File: config.mk
export PLATFORM = sky130hd
export DESIGN_NAME = mc_ctrl
export DESIGN_NICKNAME = d
export VERILOG_FILES = /design/src/rtl/mc_ctrl.sv
export SDC_FILE = /design/constraint.sdc
export NUM_CORES = 1
export LEC_CHECK = 0
export BUFFER_PORTS_ARGS = -buffer_cell sky130_fd_sc_hd__buf_2
export CORE_ASPECT_RATIO = 0.5
export CORE_MARGIN = 3
export CORE_UTILIZATION = 53
export DETAILED_ROUTE_END_ITERATION = 16
export PLACE_DENSITY = 0.8
export SYNTH_ARGS = -nofsm -noshare
export SYNTH_HDL_FRONTEND = slang
export SYNTH_SLANG_ARGS = --single-unit
File: constraint.sdc
create_clock -name clk -period 2.5 [get_ports clk]
set_input_delay 0.5 -clock clk [delete_from_list [all_inputs] [get_ports clk]]
set_output_delay 0.5 -clock clk [all_outputs]
set_load 0.03 [all_outputs]
File: src/rtl/mc_ctrl.sv
// mc_ctrl: multi-cycle control FSM for the RV32I core.
// Sequences FETCH/DECODE/EXEC/MEM/WB, drives memory handshakes and datapath strobes.
//
// Ports:
//   clk, rst_n          clock, synchronous active-low reset
//   opcode, funct3      instruction fields from the decoder
//   imem_req/imem_ack   instruction fetch handshake
//   dmem_req/dmem_we    data access request and store qualifier
//   dmem_ack            data access complete
//   ir_we, pc_we        instruction-register load, PC advance
//   rf_we               register-file write enable
//   alu_src_imm         ALU operand B select (1 = immediate)
//   wb_sel              writeback source (00 ALU, 01 load data)
//   illegal, timeout    sticky halt causes
//   state               current state (debug)
//   retire_cnt          retired-instruction counter (wraps)
module mc_ctrl #(
    parameter int TIMEOUT = 15,
    parameter int CNT_W   = 32
) (
    input  logic             clk,
    input  logic             rst_n,
    input  logic [6:0]       opcode,
    input  logic [2:0]       funct3,
    output logic             imem_req,
    input  logic             imem_ack,
    output logic             dmem_req,
    output logic             dmem_we,
    input  logic             dmem_ack,
    output logic             ir_we,
    output logic             pc_we,
    output logic             rf_we,
    output logic             alu_src_imm,
    output logic [1:0]       wb_sel,
    output logic             illegal,
    output logic             timeout,
    output logic [2:0]       state,
    output logic [CNT_W-1:0] retire_cnt
);

    typedef enum logic [2:0] {
        st_fetch  = 3'd0,
        st_decode = 3'd1,
        st_exec   = 3'd2,
        st_mem    = 3'd3,
        st_wb     = 3'd4,
        st_halt   = 3'd5
    } state_t;

    typedef enum logic [1:0] {
        cls_r     = 2'd0,
        cls_i     = 2'd1,
        cls_load  = 2'd2,
        cls_store = 2'd3
    } cls_t;

    localparam logic [6:0] OP_R     = 7'b0110011;
    localparam logic [6:0] OP_I     = 7'b0010011;
    localparam logic [6:0] OP_LOAD  = 7'b0000011;
    localparam logic [6:0] OP_STORE = 7'b0100011;
    localparam logic [2:0] F3_WORD  = 3'b010;

    // Wide enough to hold TIMEOUT-1; at least one bit when timeout is disabled.
    localparam int WCW = $clog2(TIMEOUT + 2);
    localparam logic [WCW-1:0] TO_LAST = WCW'((TIMEOUT > 0) ? TIMEOUT - 1 : 0);

    logic [2:0]       state_q, state_d;
    cls_t             cls_q, cls_d;
    logic [WCW-1:0]   wait_q;
    logic [CNT_W-1:0] retire_q;
    logic             illegal_q, timeout_q;

    logic wait_inc;
    logic retire_inc;
    logic set_ill;
    logic set_to;
    logic to_hit;

    // This is the TIMEOUT-th consecutive cycle of an unacknowledged request.
    assign to_hit = (TIMEOUT > 0) && (wait_q == TO_LAST);

    always_comb begin
        state_d     = state_q;
        cls_d       = cls_q;
        imem_req    = 1'b0;
        dmem_req    = 1'b0;
        dmem_we     = 1'b0;
        ir_we       = 1'b0;
        pc_we       = 1'b0;
        rf_we       = 1'b0;
        alu_src_imm = 1'b0;
        wb_sel      = 2'b00;
        wait_inc    = 1'b0;
        retire_inc  = 1'b0;
        set_ill     = 1'b0;
        set_to      = 1'b0;

        unique case (state_q)
            st_fetch: begin
                imem_req = 1'b1;
                if (imem_ack) begin
                    ir_we   = 1'b1;
                    state_d = st_decode;
                end else if (to_hit) begin
                    set_to  = 1'b1;
                    state_d = st_halt;
                end else begin
                    wait_inc = 1'b1;
                end
            end

            st_decode: begin
                state_d = st_exec;
                unique case (opcode)
                    OP_R: cls_d = cls_r;
                    OP_I: cls_d = cls_i;
                    OP_LOAD: begin
                        cls_d = cls_load;
                        if (funct3 != F3_WORD) begin
                            set_ill = 1'b1;
                            state_d = st_halt;
                        end
                    end
                    OP_STORE: begin
                        cls_d = cls_store;
                        if (funct3 != F3_WORD) begin
                            set_ill = 1'b1;
                            state_d = st_halt;
                        end
                    end
                    default: begin
                        set_ill = 1'b1;
                        state_d = st_halt;
                    end
                endcase
            end

            st_exec: begin
                if (cls_q == cls_load || cls_q == cls_store) begin
                    state_d = st_mem;
                end else begin
                    state_d = st_wb;
                end
            end

            st_mem: begin
                dmem_req = 1'b1;
                dmem_we  = (cls_q == cls_store);
                if (dmem_ack) begin
                    if (cls_q == cls_store) begin
                        pc_we      = 1'b1;
                        retire_inc = 1'b1;
                        state_d    = st_fetch;
                    end else begin
                        state_d = st_wb;
                    end
                end else if (to_hit) begin
                    set_to  = 1'b1;
                    state_d = st_halt;
                end else begin
                    wait_inc = 1'b1;
                end
            end

            st_wb: begin
                rf_we      = 1'b1;
                pc_we      = 1'b1;
                retire_inc = 1'b1;
                state_d    = st_fetch;
            end

            st_halt: begin
                state_d = st_halt;
            end

            default: begin
                state_d = st_halt;
            end
        endcase

        // Operand B is the immediate for everything but R-type once classified.
        if ((state_q == st_exec || state_q == st_mem || state_q == st_wb) &&
            cls_q != cls_r) begin
            alu_src_imm = 1'b1;
        end

        if (state_q == st_wb && cls_q == cls_load) begin
            wb_sel = 2'b01;
        end

        // Requests drop in the very cycle reset is asserted.
        if (!rst_n) begin
            imem_req    = 1'b0;
            dmem_req    = 1'b0;
            dmem_we     = 1'b0;
            ir_we       = 1'b0;
            pc_we       = 1'b0;
            rf_we       = 1'b0;
            alu_src_imm = 1'b0;
            wb_sel      = 2'b00;
        end
    end

    always_ff @(posedge clk) begin
        if (!rst_n) begin
            state_q   <= st_fetch;
            cls_q     <= cls_r;
            wait_q    <= '0;
            retire_q  <= '0;
            illegal_q <= 1'b0;
            timeout_q <= 1'b0;
        end else begin
            state_q <= state_d;
            cls_q   <= cls_d;
            // Any state change restarts the wait count, so entry to FETCH/MEM sees 0.
            if (state_d != state_q) begin
                wait_q <= '0;
            end else if (wait_inc) begin
                wait_q <= wait_q + WCW'(1);
            end
            if (retire_inc) begin
                retire_q <= retire_q + CNT_W'(1);
            end
            if (set_ill) begin
                illegal_q <= 1'b1;
            end
            if (set_to) begin
                timeout_q <= 1'b1;
            end
        end
    end

    assign state      = state_q;
    assign retire_cnt = retire_q;
    assign illegal    = illegal_q;
    assign timeout    = timeout_q;

endmodule

* After elaboration in Yosys (flattened, before gate mapping)
Index checks and enable logic that the tools add are counted.
Word-level totals: word-level logic and storage cells 73, register bits after elaboration 44, output and inout bits 46, input bits 14
Cells by class: bitwise gates (word level) 1, reductions and logical operators 12, add/subtract/negate cells 2, equality and inequality tests 13, mux-type cells 39
Operators by type and width (count):
- adder 32 x 1 -> 32 bit (second input constant) | 1
- two-way mux 1 bit | 25
- two-way mux 3 bit | 6
- one-hot mux 3 bit (5 select lines) | 1
- equality test 7 x 6 -> 1 bit (second input constant) | 2
- one-hot mux 1 bit (2 select lines) | 4
- one-hot mux 2 bit (4 select lines) | 1
- equality test 7 x 2 -> 1 bit (second input constant) | 1
- equality test 7 x 5 -> 1 bit (second input constant) | 1
- equality test 3 x 2 -> 1 bit (second input constant) | 2
- one-hot mux 3 bit (2 select lines) | 1
- OR reduction 2 bit | 3
- adder 5 x 1 -> 5 bit (second input constant) | 1
- equality test 5 x 4 -> 1 bit (second input constant) | 1
- equality test 2 bit (second input constant) | 2
- nonzero test 4 bit | 1
- equality test 3 x 1 -> 1 bit (second input constant) | 1
- equality test 3 bit (second input constant) | 1
- logical NOT 3 bit | 1
- logical OR 1 bit | 3
- inequality test 3 x 2 -> 1 bit (second input constant) | 1
- inequality test 3 bit | 1
- logical AND 1 bit | 2
- two-way mux 2 bit | 1
- 3 further kinds | 3

* Longest topological paths before layout
word-level depth 6, gate-level depth with buffers 7, depth with buffers taken out 7

* Least setup slack after synthesis
Ideal clock, no wire load.
path type register to output, from register state_q[1] (netlist: state[1]), to output port ir_we, path slack 29 ps, stages on the path, launching flop included 6, arrival 1971 ps, required time 2000 ps, buffers on the path 1, path through dfxtp_1 -> buf_2 -> inv_1 -> nand2_1 -> nor3_1 -> and2_1
On the way: cells in the longest elaborated chain, start to end 3
Ends and longest elaborated chain:
- start: declaration | line 67 | logic [2:0] state_q, state_d;
- start signal: assignment | line 206 | state_q <= st_fetch;
- start signal: assignment | line 213 | state_q <= state_d;
- logical NOT 3 bit | line 98 | unique case (state_q)
- two-way mux 1 bit | line 98
- two-way mux 1 bit | line 192 | if (!rst_n) begin
- end: declaration | line 30 | output logic ir_we,
No other way between the ends.

* Worst setup path after layout
from register state_q[2] (netlist: state[2]), to output port pc_we
On the way: cells in the longest elaborated chain, start to end 3, elaborated cells between the ends (all ways) 4
Ends and longest elaborated chain:
- equality test 3 bit / equality test 3 x 2 -> 1 bit (equally long branches) | line 98
- one-hot mux 1 bit (2 select lines) (*) | line 98
- two-way mux 1 bit (*) | line 192
- end: declaration | line 31 | output logic pc_we,
Every way passes the cells marked *; elsewhere a longest branch is shown, timed or not.

==> flow_summary.toml <==
[pwr]
p_switching_uw = 378
peakVddDrop_mv = 0.299
finalPower_uw = 1470
p_leak_uw = 0.00115
p_sw_share_pct = 25.6
pwr_density_cell_mw_per_mm2 = 521
p_seq_share_pct = 49.5
clock_power_share_pct = 39.8
p_comb_share_pct = 10.7
internal-power_uw = 1100

[grt]
met2_usage_pct = 39.3
grtUsageTotal_pct = 22.8
antenna_found_initial = 0
grt_pass1_wl_um = 9540
gr-usage-met1_pct = 27.8
gr-usage-met3_pct = 5.26
grt_pass1_vias = 2108
busiest_layer = "met2"
gr-total-overflow = 0
grt_max_degree = 22

[yosys]
avgSynthCellArea_um2 = 8.37
synth_flop_cell = "dfxtp_1"
ys_warn_count = 0
synth_nets = 300
synth_seq_cells = 44
synth_seq_area_share_pct = 37.2
synth_top_area_share_pct = 37.2
synth-edff-count = 0
syn_inst = 283
synth_cell_types = 56
async_flop_share_pct = 0
synth.top_cells.by_area = "dfxtp_1, nor2_1, xnor2_1"
synth_top_area_cell = "dfxtp_1"
synth_area_mm2 = 0.00237

[sta]
clock_skew_ns = 0.0124
max_freq_ghz = 0.436
hold_ws_ns = 0.421
finalMaxSlewViolations = 0
rsz0062_at_grt = "no"
hold_viol = 0
layout_min_cycle_time_ns = 2.29
setup_ws_ns = 0.206
setup_viol = 0
min_period_over_period_pct = 91.7
setup_tns_ns = 0

[place]
placed_area_mm2 = 0.00271
post-dp-hpwl_um = 4390
place_ws_ns = 0.410
globalplace.congestion = 0.917
io_buffers = 58

[clock_tree]
cts.sinks = 44
clkTransAtPathRegs_ns = 0.09
clockRootBuffer = "clkbuf_8"
ctsHtreeMaxLevel = 2
cts_buffers = 5
hold_buffers = 0
tritoncts = "done"
clkLatencyLatePin_ns = 0.31
cts_buffer_depth = 2

[drt]
drt_iter0_drc = 82
first_pass_iters = 5
drc = 0
wire_per_inst_um = 14.5
vias = 2328
viasPerCell = 5.85
wl_um = 5780
ant_nets = 0

[die]
row_count = 16
coreArea_mm2 = 0.00410
ios = 60
start_util_pct = 57.7
dieArea_mm2 = 0.00536
die_h_um = 53.3
die_w_um = 101

[cells_and_area]
design_area_mm2 = 0.00283
nets = 360
diodes = 0
syn_to_final_growth_pct = 19.5
drive_gt1_share_pct = 25.3

[setup_path]
r2r-start = "wait_q[0]"
ff2ff_path_depth = 7
r2r_slack_ns = 0.49
crit_path_max_fanout = 13
worst_ep_required_time_ns = 2.00
crit_type = "reg -> out"
cp-start-kind = "flop"
end_kind = "output port"
cp.arrival_ns = 1.79
r2r-end = "wait_q[1]"

[status]
status = "finished clean"

[hold_path]
min_from = "opcode[4]"
hp-class = "in -> reg"
whs_path_depth = 2
hold_path_end = "cls_q[1]"

[flow_run]
drv_cap = 0
-- synthesized netlist by cell type (all sizes together), types with 2 or more instances --
| master | count |
|---|---|
| ha | 3 |
| o21ai | 11 |
| and3 | 3 |
| buf | 7 |
| or3 | 8 |
| nand2b | 4 |
| o2111ai | 2 |
| nor2b | 2 |
| nand2 | 20 |
| xor2 | 9 |
| and2 | 7 |
| inv | 8 |
| nor3 | 5 |
| nor3b | 4 |
| nand3 | 14 |
| clkbuf | 4 |
| a31oi | 3 |
| mux2i | 2 |
| nand3b | 3 |
| o41ai | 4 |
| and4 | 3 |
| a211oi | 4 |
| o211ai | 4 |
| nor4 | 2 |
| a21oi | 17 |
| or4 | 5 |
| nand4 | 16 |
| xnor2 | 11 |
| o31ai | 2 |
| nor2 | 38 |
| dfxtp | 44 |
| o311ai | 2 |
-- layout by cell type, fill, tap and decap left out, types with 4 or more instances in the layout --
master    count
nor3b_1       4
nor2_1       38
o211ai_1      4
nand2_1      20
or4_1         5
inv_1         8
or3_1         7
nand2b_1      4
nand4_1      14
and2_1        6
a21oi_1      17
o41ai_1       4
dfxtp_1      42
buf_4         6
nor3_1        4
buf_2        58
clkbuf_8      6
xor2_1        9
nand3_1      12
xnor2_1      11
o21ai_0      10
-- power by group through the flow --
stage / registers (uW) / clock network [uW] / logic [uW]
6_report: 730 / 587 / 157
5_1_grt: 733 / 636 / 173
4_1_cts: 729 / 598 / 157
3_5_place_dp: 745 / 0 / 156
3_3_place_gp: 744 / 0 / 153
2_1_floorplan: 750 / 0 / 108
-- routing by layer --
metal	vias up	share of wire [%]
met5	-	0
li1	1155	-
met4	0	1.2
met1	1088	43
met2	78	48
met3	7	7.1
-- sequential cells by signal, summed over array words and instances (netlist names) --
signal,count
retire_cnt,32
state,3
illegal,1
wait_q,5
cls_q,2
timeout,1
-- critical path, cell delays in order (launching register included) --
cell      delay (ns)
dfxtp_2         0.47
nand2b_1        0.20
o22ai_2         0.25
buf_4           0.22
and2_1          0.14
buf_2           0.19
-- how the worst max path moves through the flow --
stage	from	end	slack (ns)	cells after the start
2_1_floorplan	state[1]	ir_we	0.03	5
3_5_place_dp	state[2]	pc_we	0.41	5
6_report	state[2]	pc_we	0.21	5
4_1_cts	state[2]	pc_we	0.06	5
5_1_grt	state[2]	pc_we	0.08	5
3_3_place_gp	state[2]	pc_we	0.47	5
-- cell families after synthesis --
| kind of cell | after synthesis | synth area share [%] |
|---|---|---|
| other cells | 1 | 0.158 |
| fa+ha+maj | 3 | 1.58 |
| simple gates | 140 | 33.9 |
| flops | 44 | 37.2 |
| mux | 2 | 0.845 |
| buf+inv | 20 | 4.17 |
| xor+xnor | 20 | 7.40 |
| compound gates | 53 | 14.7 |
-- per-stage QoR --
step	util, %	instances
6_report	69.0	398
2_1_floorplan	-	283
3_3_place_gp	65.9	390
3_5_place_dp	65.9	390
4_1_cts	68.9	398
5_1_grt	69.0	398
-- final cells by class --
cell class                      instances  area (um2)
Clock buffer                            6        82.6
Clock inverter                          2        38.8
Fill cell                             335        1270
Inverter                                9        33.8
Multi-Input combinational cell        219        1390
Sequential cell                        44         883
Tap cell                               54        67.6
Timing Repair Buffer                   64         335
-- what timing repair did --
action / CTS / global route
resized for setup: 0 / 2
endpoints found under the setup margin: 0 / 2
setup buffers: 0 / 0
Note: power is estimated with default switching activity, not from simulation.
